===== config.mk =====
export PLATFORM = sky130hd
export DESIGN_NAME = rfphoenix_alu_sched_flat
export DESIGN_NICKNAME = d
export VERILOG_FILES = /design/src/rtl/rfphoenix_alu_sched_if.sv /design/src/rtl/rfphoenix_alu_sched.sv /design/src/flat_wrapper.sv
export SDC_FILE = /design/constraint.sdc
export NUM_CORES = 1
export LEC_CHECK = 0
export CORE_AREA = 8 8 452 454
export CTS_CLUSTER_DIAMETER = 80
export CTS_CLUSTER_SIZE = 16
export DETAILED_ROUTE_END_ITERATION = 10
export DIE_AREA = 0 0 460 462
export GPL_TIMING_DRIVEN = 1
export SETUP_SLACK_MARGIN = 0.02
export SYNTH_ARGS = -nofsm -noshare
export SYNTH_HDL_FRONTEND = slang
export SYNTH_SLANG_ARGS = --single-unit

===== constraint.sdc =====
create_clock -name clk -period 9.2 [get_ports clk]
set_input_delay 1.38 -clock clk [delete_from_list [all_inputs] [get_ports clk]]
set_output_delay 1.38 -clock clk [all_outputs]
set_load 0.05 [all_outputs]

===== src/rtl/rfphoenix_alu_sched_if.sv =====
// Requester and writeback bus for rfphoenix_alu_sched.
// Operand slot order inside req_opnd is a, b, c, t, imm (index 0..4).
interface rfphoenix_alu_sched_if #(
    parameter int NREQ = 4,
    parameter int TAGW = $clog2(NREQ),
    parameter int IW   = 32,
    parameter int AW   = 16
);
    logic [NREQ-1:0]                req;
    logic [NREQ-1:0][IW-1:0]        req_ir;
    logic [NREQ-1:0][4:0][31:0]     req_opnd;
    logic [NREQ-1:0][AW-1:0]        req_asid;
    logic [NREQ-1:0]                gnt;

    logic                           res_v;
    logic                           res_rdy;
    logic [31:0]                    res_o;
    logic [TAGW-1:0]                res_tag;

    // master: thread issue / writeback side; slave: the scheduler
    modport master (
        output req, req_ir, req_opnd, req_asid, res_rdy,
        input  gnt, res_v, res_o, res_tag
    );

    modport slave (
        input  req, req_ir, req_opnd, req_asid, res_rdy,
        output gnt, res_v, res_o, res_tag
    );
endinterface


===== src/rtl/rfphoenix_alu_sched.sv =====
// Round-robin scheduler for a shared combinational ALU: issue register -> ALU -> result register.
// Optional macro RFP_ALU_PRIO0_EN gives requester 0 strict priority over the round-robin group.
module rfphoenix_alu_sched #(
    parameter int NREQ = 4,
    parameter int TAGW = $clog2(NREQ),
    parameter int IW   = 32,
    parameter int AW   = 16
) (
    input  logic                  clk,
    input  logic                  rst,
    rfphoenix_alu_sched_if.slave  bus,
    input  logic [31:0]           hmask,
    output logic [IW-1:0]         alu_ir,
    output logic [31:0]           alu_a,
    output logic [31:0]           alu_b,
    output logic [31:0]           alu_c,
    output logic [31:0]           alu_t,
    output logic [31:0]           alu_imm,
    output logic [AW-1:0]         alu_asid,
    output logic [31:0]           alu_hmask,
    input  logic [31:0]           alu_o,
    input  logic                  flush,
    input  logic [TAGW-1:0]       flush_tag
);

    // Issue stage (s1) state
    logic                  s1_v_q,   s1_v_d;
    logic [TAGW-1:0]       s1_tag_q, s1_tag_d;
    logic [IW-1:0]         ir_q,     ir_d;
    logic [4:0][31:0]      opnd_q,   opnd_d;
    logic [AW-1:0]         asid_q,   asid_d;

    // Result stage (s2) state
    logic                  s2_v_q,   s2_v_d;
    logic [31:0]           res_o_q,  res_o_d;
    logic [TAGW-1:0]       res_tag_q, res_tag_d;

    logic [TAGW-1:0]       rr_ptr_q, rr_ptr_d;

    logic                  s1_kill, s2_kill;
    logic                  s1_eff, s2_eff;
    logic                  s1_acc, s2_acc;
    logic [NREQ-1:0]       elig;
    logic [NREQ-1:0]       elig_rr;
    logic [NREQ-1:0]       gnt_c;
    logic                  gnt_any;
    logic                  prio_hit;
    logic [TAGW-1:0]       gnt_idx;
    logic [TAGW-1:0]       idx;

    // A stage hit by flush is treated as already empty this cycle.
    always_comb begin
        s1_kill = flush && s1_v_q && (s1_tag_q == flush_tag);
        s2_kill = flush && s2_v_q && (res_tag_q == flush_tag);
        s1_eff  = s1_v_q && !s1_kill;
        s2_eff  = s2_v_q && !s2_kill;
        s2_acc  = !s2_eff || bus.res_rdy;
        s1_acc  = !s1_eff || s2_acc;
    end

    // Grant selection: flushed tag is masked out before the search.
    always_comb begin
        elig = bus.req;
        if (flush) elig[flush_tag] = 1'b0;
        gnt_c    = '0;
        gnt_any  = 1'b0;
        prio_hit = 1'b0;
        gnt_idx  = '0;
        idx      = '0;
`ifdef RFP_ALU_PRIO0_EN
        elig_rr = elig & ~NREQ'(1);
        if (s1_acc && elig[0]) begin
            gnt_c[0] = 1'b1;
            gnt_any  = 1'b1;
            prio_hit = 1'b1;
        end
`else
        elig_rr = elig;
`endif
        for (int i = 0; i < NREQ; i++) begin
            idx = TAGW'((int'(rr_ptr_q) + i) % NREQ);
            if (s1_acc && !gnt_any && elig_rr[idx]) begin
                gnt_c[idx] = 1'b1;
                gnt_any    = 1'b1;
                gnt_idx    = idx;
            end
        end
        if (rst) begin
            gnt_c   = '0;
            gnt_any = 1'b0;
        end
    end

    always_comb begin
        rr_ptr_d  = rr_ptr_q;
        s1_v_d    = s1_v_q;
        s1_tag_d  = s1_tag_q;
        ir_d      = ir_q;
        opnd_d    = opnd_q;
        asid_d    = asid_q;
        s2_v_d    = s2_v_q;
        res_o_d   = res_o_q;
        res_tag_d = res_tag_q;

        if (gnt_any) begin
            s1_v_d   = 1'b1;
            s1_tag_d = gnt_idx;
            ir_d     = bus.req_ir[gnt_idx];
            opnd_d   = bus.req_opnd[gnt_idx];
            asid_d   = bus.req_asid[gnt_idx];
            // A priority grant to requester 0 leaves the round-robin pointer alone.
            if (!prio_hit)
                rr_ptr_d = (gnt_idx == TAGW'(NREQ - 1)) ? '0 : gnt_idx + TAGW'(1);
        end else if (s1_acc) begin
            s1_v_d = 1'b0;
        end

        if (s1_eff && s2_acc) begin
            s2_v_d    = 1'b1;
            res_o_d   = alu_o;
            res_tag_d = s1_tag_q;
        end else if (s2_acc) begin
            s2_v_d = 1'b0;
        end
    end

    always_ff @(posedge clk) begin
        if (rst) begin
            s1_v_q    <= 1'b0;
            s1_tag_q  <= '0;
            ir_q      <= '0;
            opnd_q    <= '0;
            asid_q    <= '0;
            s2_v_q    <= 1'b0;
            res_o_q   <= '0;
            res_tag_q <= '0;
            rr_ptr_q  <= '0;
        end else begin
            s1_v_q    <= s1_v_d;
            s1_tag_q  <= s1_tag_d;
            ir_q      <= ir_d;
            opnd_q    <= opnd_d;
            asid_q    <= asid_d;
            s2_v_q    <= s2_v_d;
            res_o_q   <= res_o_d;
            res_tag_q <= res_tag_d;
            rr_ptr_q  <= rr_ptr_d;
        end
    end

    // A flushed result is withdrawn in the same cycle so writeback never sees it.
    assign bus.gnt     = gnt_c;
    assign bus.res_v   = s2_v_q && !s2_kill;
    assign bus.res_o   = res_o_q;
    assign bus.res_tag = res_tag_q;

    assign alu_ir    = ir_q;
    assign alu_a     = opnd_q[0];
    assign alu_b     = opnd_q[1];
    assign alu_c     = opnd_q[2];
    assign alu_t     = opnd_q[3];
    assign alu_imm   = opnd_q[4];
    assign alu_asid  = asid_q;
    assign alu_hmask = hmask;

endmodule


===== src/flat_wrapper.sv =====
// flat-port wrapper written by rule: the top's interface ports become plain ports
module rfphoenix_alu_sched_flat 
#(
    parameter int NREQ = 4,
    parameter int TAGW = $clog2(NREQ),
    parameter int IW   = 32,
    parameter int AW   = 16
)
  (clk, rst, hmask, alu_ir, alu_a, alu_b, alu_c, alu_t, alu_imm, alu_asid, alu_hmask, alu_o, flush, flush_tag, bus_req, bus_req_ir, bus_req_opnd, bus_req_asid, bus_res_rdy, bus_gnt, bus_res_v, bus_res_o, bus_res_tag);
  rfphoenix_alu_sched_if #(.NREQ(NREQ), .TAGW(TAGW), .IW(IW), .AW(AW)) bus_i ();
  input  logic clk;
  input  logic rst;
  input  logic [31:0] hmask;
  output logic [IW-1:0] alu_ir;
  output logic [31:0] alu_a;
  output logic [31:0] alu_b;
  output logic [31:0] alu_c;
  output logic [31:0] alu_t;
  output logic [31:0] alu_imm;
  output logic [AW-1:0] alu_asid;
  output logic [31:0] alu_hmask;
  input  logic [31:0] alu_o;
  input  logic flush;
  input  logic [TAGW-1:0] flush_tag;
  input wire logic [$bits(bus_i.req)-1:0] bus_req;
  input wire logic [$bits(bus_i.req_ir)-1:0] bus_req_ir;
  input wire logic [$bits(bus_i.req_opnd)-1:0] bus_req_opnd;
  input wire logic [$bits(bus_i.req_asid)-1:0] bus_req_asid;
  input wire logic [$bits(bus_i.res_rdy)-1:0] bus_res_rdy;
  output wire logic [$bits(bus_i.gnt)-1:0] bus_gnt;
  output wire logic [$bits(bus_i.res_v)-1:0] bus_res_v;
  output wire logic [$bits(bus_i.res_o)-1:0] bus_res_o;
  output wire logic [$bits(bus_i.res_tag)-1:0] bus_res_tag;
  assign bus_i.req = bus_req;
  assign bus_i.req_ir = bus_req_ir;
  assign bus_i.req_opnd = bus_req_opnd;
  assign bus_i.req_asid = bus_req_asid;
  assign bus_i.res_rdy = bus_res_rdy;
  assign bus_gnt = bus_i.gnt;
  assign bus_res_v = bus_i.res_v;
  assign bus_res_o = bus_i.res_o;
  assign bus_res_tag = bus_i.res_tag;
  rfphoenix_alu_sched #(.NREQ(NREQ), .TAGW(TAGW), .IW(IW), .AW(AW)) u_core (.clk(clk), .rst(rst), .bus(bus_i), .hmask(hmask), .alu_ir(alu_ir), .alu_a(alu_a), .alu_b(alu_b), .alu_c(alu_c), .alu_t(alu_t), .alu_imm(alu_imm), .alu_asid(alu_asid), .alu_hmask(alu_hmask), .alu_o(alu_o), .flush(flush), .flush_tag(flush_tag));
endmodule

==> results of run 1 <==
-- per-stage QoR --
| step | area [um^2] | total power [mW] |
|---|---|---|
| 2_1_floorplan | 13900 | 5.91 |
| 3_3_place_gp | 27600 | 8.66 |
| 3_5_place_dp | 27600 | 8.71 |
| 4_1_cts | 28800 | 10.3 |
| 5_1_grt | 28900 | 10.5 |
| 6_report | 28900 | 10.1 |
-- sequential cells by signal, indices dropped and copies added, names as in the netlist --
register            count
u_core.s1_tag_q         2
u_core.alu_t           32
u_core.s1_v_q           1
u_core.alu_a           32
u_core.alu_imm         32
u_core.alu_b           32
u_core.alu_c           32
u_core.alu_ir          32
u_core.bus.res_o       32
u_core.rr_ptr_q         2
u_core.alu_asid        16
u_core.s2_v_q           1
u_core.bus.res_tag      2
-- kinds of logic (layout without fill, tap and decap cells) --
family	Yosys count	after routing
muxes	418	418
and+or+nand+nor	311	311
AOI/OAI and AO/OA	283	283
DFF	248	248
buffers and inverters	172	1211
adders and majority gates	8	8
xor gates and xnor gates	6	6
other	0	30
-- final timing paths --
check,to,cells after the start
max reg2reg,u_core.alu_b[5],11
min reg2reg,u_core.bus.res_o[18],2
max,bus_gnt[1],9
min,u_core.bus.res_o[18],2
-- cell type report --
cell class | count | area [um^2] | share of cell area
clock inverter | 23 | 274 | 0.00947
multi-input combinational | 1026 | 7940 | 0.274
timing repair buffer | 1141 | 11400 | 0.394
clock buffer | 40 | 937 | 0.0324
inverter | 7 | 26.3 | 0.000908
antenna | 30 | 75.1 | 0.00260
tap | 2640 | 3300 | 0.114
sequential | 248 | 4960 | 0.172
-- cell usage after synthesis --
cell,count
a311o_1,3
nand3b_1,3
a21o_1,1
buf_8,3
mux2i_1,418
clkbuf_4,10
a221oi_1,3
a22oi_1,7
buf_6,1
a211oi_4,1
and2_1,3
or3_1,1
or3b_4,1
nand2b_1,3
nor2_1,3
nand3_2,1
o2bb2a_1,1
xor2_1,3
o221ai_1,209
and2b_1,1
a311oi_2,1
or2_2,1
o31ai_2,1
xnor2_1,3
nor3_1,1
o21ai_0,2
clkbuf_1,57
nand2_1,286
a32o_1,1
a32oi_1,6
dfxtp_1,248
buf_1,5
and3_1,1
nand3_1,2
nor2b_1,4
a31oi_1,1
a21oi_1,44
a211oi_1,1
a22oi_2,1
inv_1,7
buf_2,23
buf_4,66
ha_1,8
-- worst reg2reg max path, cell delays in order (launching register included) --
cell      delay, ns
dfxtp_1        0.65
inv_1          0.32
ha_1           0.62
xnor2_1        0.20
a311o_1        0.25
nand2_1        0.12
a211oi_4       0.31
a21o_4         0.43
buf_12         0.35
buf_4          1.02
mux2i_1        0.39
o221ai_1       0.15
-- layout by cell type (no fill, tap or decap), drive strengths merged, types with 2 or more instances in the layout --
cell,n
a211oi,2
a21oi,44
a221oi,3
a22oi,8
a311o,3
a32oi,6
and2,3
buf,25
bufinv,2
clkbuf,40
clkdlybuf4s50,1116
clkinv,5
clkinvlp,3
dfxtp,248
diode,30
ha,8
inv,20
mux2i,418
nand2,286
nand2b,3
nand3,3
nand3b,3
nor2,3
nor2b,4
o21ai,2
o221ai,209
xnor2,3
xor2,3
-- routing by layer --
layer	part of all wire	routed length, um	track usage
met5	0.0033	555	0
met4	0.029	4880	0.0395
met3	0.14	23600	0.0856
met2	0.47	78900	0.252
met1	0.36	59400	0.156
-- power groups by stage --
stage          Sequential (mW)  Combinational [mW]  Clock [mW]
3_3_place_gp              1.91                6.76           0
5_1_grt                   1.97                6.93        1.63
3_5_place_dp              1.92                6.78           0
4_1_cts                   1.91                6.80        1.62
6_report                  1.91                6.63        1.52
2_1_floorplan             3.59                2.32           0
==> impl_metrics.yaml, run 1 <==
setup_path:
  path_class: "input port to output pin"
  crit_family: "buffers and inverters"
  worstSetupStartpoint: "flush"
  cp-end-kind: "output pin"
  critical-path-slowest-cell: "clkdlybuf4s50_1"
  required_ns: 7.82
  startpoint_type: "input port"
  arrival_ns: 4.76
  rrSetupSlack_ns: 4.26
  path_buf_inv: 2
  path_max_fanout: 9
  slowest_delay_ns: 0.82
  r2r-start: "u_core.rr_ptr_q[0]"
  crit_top_cell: "clkdlybuf4s50_1"
  cp_cell_sequence: "clkdlybuf4s50_1, or3b_4, nand2_1, o21ai_0, or3_1, a211oi_1, a32oi_1, a21oi_1, clkdlybuf4s50_1"
power_and_ir_drop:
  swShare: 0.535
  seq_power_share: 0.190
  p_switching_mw: 5.38
  power_frac_comb: 0.659
  p_per_area_mw_per_mm2: 348
  p_leak_nw: 9.95
  p_clk_frac: 0.151
  ir_drop_v: 0.000203
  internal-power_mw: 4.68
global_routing:
  grt_pass1_vias: 17466
  grt_pass1_wl_um: 204000
  grt_antenna_before_repair: 168
  overflow: 0
  grt_start_max_net_pins: 130
  grt_usage: 0.148
place:
  pre_cts_ws_ns: 3.14
  place_congestion: 0.923
  dp.cells: 5062
  hpwl_um: 148000
  portBuffers: 1120
synth:
  synthAdderAreaFrac: 0.00722
  syn_area_per_cell_um2: 9.58
  syn_area_mm2: 0.0139
  synth_cells: 1446
  synth_mux_area_frac: 0.302
  synthTopCellsByArea: "dfxtp_1 (36%), mux2i_1 (30%), o221ai_1 (13%), nand2_1 (7.7%), buf_4 (3.6%)"
  synth_top_family_by_area: "multiplexers"
  synth_top_area_cell: "dfxtp_1"
  synthXorXnorAreaFrac: 0.00379
  synth.distinct_cells: 43
  synth_top_area_share: 0.358
  synth_seq_cells: 248
  synthSimpleGateAreaFrac: 0.0889
  yosys_warnings: 0
  syn_nets: 2360
  synth_compound_area_frac: 0.168
  seq_area_frac_synth: 0.358
floorplan:
  initial_utilization: 0.0705
  die_w_um: 460
  coreArea_mm2: 0.197
  io_pins: 1185
  row_count: 163
  dieArea_mm2: 0.213
  die_y_um: 462
timing:
  setup_tns_ns: 0
  hold_viol_final: 0
  setup_ws_ns: 3.06
  finalSetupViolCount: 0
  drv_slew: 0
  worst-slew-pin-transition_ns: 1.10
  whs_ns: 0.459
  max_clock_freq_mhz: 163
  period_minus_slack_ns: 6.14
  fin_crit_sh: 0.667
  skew_ns: 0.0619
  rsz0062_at_grt: "false"
  slew_headroom: 0.263
final_layout:
  nNetsFinal: 3374
  instances_no_fill: 5155
  post-route-util: 0.147
  fillers: 22389
  flow.area_growth_from_synthesis_pct: 109
  drive_gt1_frac: 0.0398
detailed_routing:
  drc: 0
  dr.pass1.iters: 5
  routedWlPerCell_um: 32.5
  drt_wl_total_um: 167000
  viasPerCell: 3.33
  ant_nets: 0
  vias: 17165
  drt_iter0_drc: 975
clock_tree:
  cts_buffer_depth: 3
  postCtsSetupBuffers: 0
  root_buffer: "clkbuf_16"
  cts-htree-levels: 2
  cts_sinks: 248
  hold_buffers: 0
  cts_tree: "built"
  clkLatencyLatePin_ns: 0.64
  numCtsBuffers: 36
  clk_pin_slew_worst_paths_ns: 0.08
  cts_resized: 0
hold_path:
  min_from: "u_core.bus.res_o[18]"
  hold_class: "flop to flop"
job:
  maxCapViolCount: 0
outcome:
  run_status: "finished clean"
Note: power is estimated with default switching activity, not from simulation.
==> inputs of run 2 (changes only) <==
Settings changed: CORE_AREA 8 8 452 454 to 8 8 451 453, DIE_AREA 0 0 460 462 to 0 0 459 461.
Clock period 9.2 ns to 6.3 ns, I/O delays scaled along.
==> impl_metrics.yaml, run 2 (same netlist as run 1, synthesis figures left out) <==
final_layout:
  layout_common_cells: "clkdlybuf4s50_1 (1117), mux2i_1 (414), nand2_1 (285), dfxtp_1 (248), o221ai_1 (209)"
  flow.area_growth_from_synthesis_pct: 110
  multi_input_area_mm2: 0.00794
  fin_area_mm2: 0.0291
  final_common_cell: "clkdlybuf4s50_1"
  fillers: 22228
  post-route-util: 0.148
  drive_gt1_frac: 0.0476
  seqCellArea_mm2: 0.00496
  nNetsFinal: 3392
setup_path:
  path_class: "flop to output pin"
  arrival_ns: 4.61
  cp_cell_sequence: "inv_1, ha_1, mux2i_1, a311o_1, nand2_1, a211oi_1, a32oi_1, a21oi_1, clkdlybuf4s50_1"
  rrSetupSlack_ns: 1.68
  required_ns: 5.35
  cp-end-kind: "output pin"
  path_max_fanout: 14
  slowest_delay_ns: 0.84
  critical-path-slowest-cell: "clkdlybuf4s50_1"
  path_buf_inv: 2
  startpoint_type: "flop"
  crit_family: "buffers and inverters"
floorplan:
  die_w_um: 459
  coreArea_mm2: 0.196
  dieArea_mm2: 0.212
  row_count: 163
  initial_utilization: 0.0706
  io_pins: 1185
  die_y_um: 461
power_and_ir_drop:
  ir_drop_v: 0.000243
  p_leak_nw: 10.0
  p_per_area_mw_per_mm2: 503
global_routing:
  overflow: 0
  grt_start_max_net_pins: 88
  grt_antenna_before_repair: 197
  grt_usage: 0.151
  grt_pass1_vias: 17673
  grt_pass1_wl_um: 208000
timing:
  fin_crit_sh: 0.882
  rsz0062_at_grt: "false"
  max_clock_freq_mhz: 180
  worst-slew-pin-transition_ns: 1.09
  setup_tns_ns: 0
  finalSetupViolCount: 0
  drv_slew: 0
  period_minus_slack_ns: 5.56
  hold_viol_final: 0
  skew_ns: 0.0238
  slew_headroom: 0.270
place:
  hpwl_um: 153000
  dpl_cell_area_mm2: 0.0279
  portBuffers: 1120
  place_congestion: 0.955
job:
  maxCapViolCount: 0
clock_tree:
  cts-htree-levels: 1
  cts_resized: 0
  cts_sinks: 248
  root_buffer: "clkbuf_16"
  postCtsSetupBuffers: 0
  cts_tree: "built"
  hold_buffers: 0
  clkLatencyLatePin_ns: 0.69
  numCtsBuffers: 30
  clk_pin_slew_worst_paths_ns: 0.07
  cts_buffer_depth: 3
outcome:
  run_status: "finished clean"
hold_path:
  hold_class: "flop to flop"
detailed_routing:
  vias: 17591
  drt_wl_total_um: 170000
  viasPerCell: 3.40
  routedWlPerCell_um: 32.9
  drt_iter0_drc: 1166
  drc: 0
  ant_nets: 0
  dr.pass1.iters: 5
==> run 2: cell count changes in the layout (fill, tap and decap cells not counted), sizes merged <==
cell,change
clkinv,+4
clkbuf,-6
inv,-3
bufinv,-1
buf,+23
clkinvlp,-1
diode,+7
clkdlybuf4s50,+1
==> run 2: worst paths after layout <==
check                                       endpoint  cells past startpoint                 start
worst max-delay path                      bus_gnt[0]                      9    u_core.rr_ptr_q[0]
worst min-delay path            u_core.bus.res_o[29]                      2  u_core.bus.res_o[29]
worst min register to register  u_core.bus.res_o[29]                      2  u_core.bus.res_o[29]
worst max register to register       u_core.alu_b[1]                     12    u_core.rr_ptr_q[0]
==> run 2: tightest hold or removal path, delay by kind of cell, from the launching register on <==
kind             cells  cell delay, ns
flip-flops           1            0.31
AND/OR/NAND/NOR      1            0.05
AO/OA/AOI/OAI        1            0.05
==> run 2: cell type report <==
class,count,area share
clock inverter,22,0.00870
clock buffer,34,0.0278
antenna,37,0.00319
timing repair buffer,1165,0.402
sequential,248,0.171
tap,2640,0.114
multi-input combinational,1026,0.273
inverter,7,0.000904
==> run 2: layer usage <==
layer	global-route usage	routed length (um)	vias up
met1	0.154	59100	8191
met3	0.105	27000	376
li1	-	-	7541
met4	0.0441	6270	134
met5	0	868	-
met2	0.249	77100	1349
==> run 2: per-stage QoR <==
stage / setup WS (ns) / instances / total power [mW] / hold slack, ns
after floorplan: 2.09 / 1446 / 8.63 / 0.457
after detailed placement: 1.02 / 5086 / 12.8 / 0.446
after global routing: 0.456 / 5156 / 15.3 / 0.475
after CTS: 0.709 / 5142 / 14.9 / 0.462
final: 0.741 / 5179 / 14.6 / 0.462
after global placement: 0.967 / 5086 / 12.8 / 0.443
==> run 2: where the power goes <==
group	leakage (nW)	internal (mW)	switching [mW]	total, mW
Sequential	2.06	2.32	0.486	2.81
Combinational	7.45	3.45	6.37	9.82
Clock	0.511	1.00	0.984	1.99
Total	10.0	6.78	7.84	14.6
==> inputs of run 3 (changes only) <==
Clock period 6.3 ns to 5.8 ns, I/O delays scaled along.
==> impl_metrics.yaml, run 3 (same netlist as run 1, synthesis figures left out) <==
outcome:
  run_status: "finished clean"
detailed_routing:
  drc: 0
  routedWlPerCell_um: 32.9
  drt_iter0_drc: 1068
  vias: 17497
  dr.pass1.iters: 5
  drt_wl_total_um: 171000
  viasPerCell: 3.37
  ant_nets: 0
setup_path:
  slowest_delay_ns: 0.83
  path_buf_inv: 2
  rrSetupSlack_ns: 1.30
  r2r-start: "u_core.rr_ptr_q[0]"
  cp_cell_sequence: "inv_1, ha_1, mux2i_1, a311o_1, nand2_1, a211oi_1, a32oi_1, a21oi_1, clkdlybuf4s50_1"
  path_class: "flop to output pin"
  reg2regPathDepth: 11
  r2r_end: "u_core.alu_ir[6]"
  path_max_fanout: 14
  arrival_ns: 4.42
  critical-path-slowest-cell: "clkdlybuf4s50_1"
  startpoint_type: "flop"
  required_ns: 4.93
  cp-end-kind: "output pin"
  crit_family: "buffers and inverters"
floorplan:
  io_pins: 1185
  row_count: 163
  dieArea_mm2: 0.212
  coreArea_mm2: 0.196
  die_y_um: 461
  initial_utilization: 0.0706
  die_w_um: 459
timing:
  fin_crit_sh: 0.912
  finalSetupViolCount: 0
  max_clock_freq_mhz: 189
  setup_tns_ns: 0
  rsz0062_at_grt: "false"
  worst-slew-pin-transition_ns: 1.10
  slew_headroom: 0.262
  period_minus_slack_ns: 5.29
  drv_slew: 0
  hold_viol_final: 0
  skew_ns: 0.0550
place:
  dp.cells: 5096
  dpl_cell_area_mm2: 0.0280
  hpwl_um: 153000
  place_congestion: 0.954
  portBuffers: 1120
final_layout:
  flow.area_growth_from_synthesis_pct: 111
  fin_area_mm2: 0.0293
  layout_common_cells: "clkdlybuf4s50_1 (1117), mux2i_1 (414), nand2_1 (285), dfxtp_1 (248), o221ai_1 (209)"
  fillers: 22284
  instances_no_fill: 5192
  drive_gt1_frac: 0.0528
  final_common_cell: "clkdlybuf4s50_1"
  nNetsFinal: 3406
hold_path:
  hold_class: "flop to flop"
  min_from: "u_core.bus.res_o[31]"
  hold_end: "u_core.bus.res_o[31]"
  hold_path_depth: 2
clock_tree:
  cts_tree: "built"
  cts_buffer_depth: 3
  numCtsBuffers: 34
  postCtsSetupBuffers: 0
  hold_buffers: 0
  cts_sinks: 248
  root_buffer: "clkbuf_16"
  cts-htree-levels: 2
  clk_pin_slew_worst_paths_ns: 0.07
  cts_resized: 0
  clkLatencyLatePin_ns: 0.63
global_routing:
  grt_antenna_before_repair: 194
  grt_pass1_wl_um: 208000
  grt_start_max_net_pins: 86
  grt_usage: 0.152
  grt_pass1_vias: 17713
  overflow: 0
power_and_ir_drop:
  p_leak_nw: 10.1
  ir_drop_v: 0.000268
  p_per_area_mw_per_mm2: 551
job:
  maxCapViolCount: 0
[run 3: worst max path at each step]
stage,slack [ns],endpoint,startpoint,depth (start not counted)
detailed placement,0.75,bus_gnt[0],flush,9
global route,0.17,bus_gnt[2],u_core.rr_ptr_q[0],9
finish,0.51,bus_gnt[2],u_core.rr_ptr_q[0],9
floorplan,1.74,bus_gnt[0],flush_tag[0],8
global placement,0.69,bus_gnt[3],flush,9
CTS,0.50,bus_gnt[0],u_core.rr_ptr_q[0],9
[run 3: layout make-up]
| cell class | count | area (um^2) | area share |
|---|---|---|---|
| Antenna cell | 35 | 87.6 | 0.00299 |
| Clock buffer | 41 | 938 | 0.0321 |
| Clock inverter | 20 | 244 | 0.00834 |
| Inverter | 7 | 26.3 | 0.000898 |
| Multi-Input combinational cell | 1026 | 7940 | 0.271 |
| Sequential cell | 248 | 4960 | 0.170 |
| Tap cell | 2640 | 3300 | 0.113 |
| Timing Repair Buffer | 1175 | 11800 | 0.402 |
[run 3: power breakdown]
group | leakage, nW | switching, mW | internal (mW)
clock | 0.574 | 1.04 | 1.32
combinational | 7.50 | 6.91 | 3.79
sequential | 2.06 | 0.534 | 2.52
total | 10.1 | 8.49 | 7.63
[run 3: worst register-to-register path, stage by stage (launching register included)]
cell and delay, ns:
dfxtp_1 0.64, inv_1 0.31, ha_1 0.61, mux2i_1 0.33
a311o_1 0.21, nand2_1 0.12, a211oi_4 0.33, a21o_4 0.36
buf_12 0.28, buf_12 0.30, mux2i_1 0.66, o221ai_1 0.22
[run 3: per-stage QoR]
stage	worst slack, ns	util	power (mW)	hold WS [ns]
2_1_floorplan	1.74	-	9.38	0.457
3_3_place_gp	0.689	0.143	13.9	0.442
3_5_place_dp	0.747	0.143	14.0	0.446
4_1_cts	0.496	0.149	16.4	0.457
5_1_grt	0.171	0.149	16.8	0.475
6_report	0.508	0.149	16.1	0.458
[run 3: metal layers]
metal	share of wire	vias up	track usage
met3	0.16	379	0.110
met5	0.0054	-	0
met1	0.34	8130	0.154
met4	0.030	142	0.0425
met2	0.46	1293	0.249
li1	-	7553	-
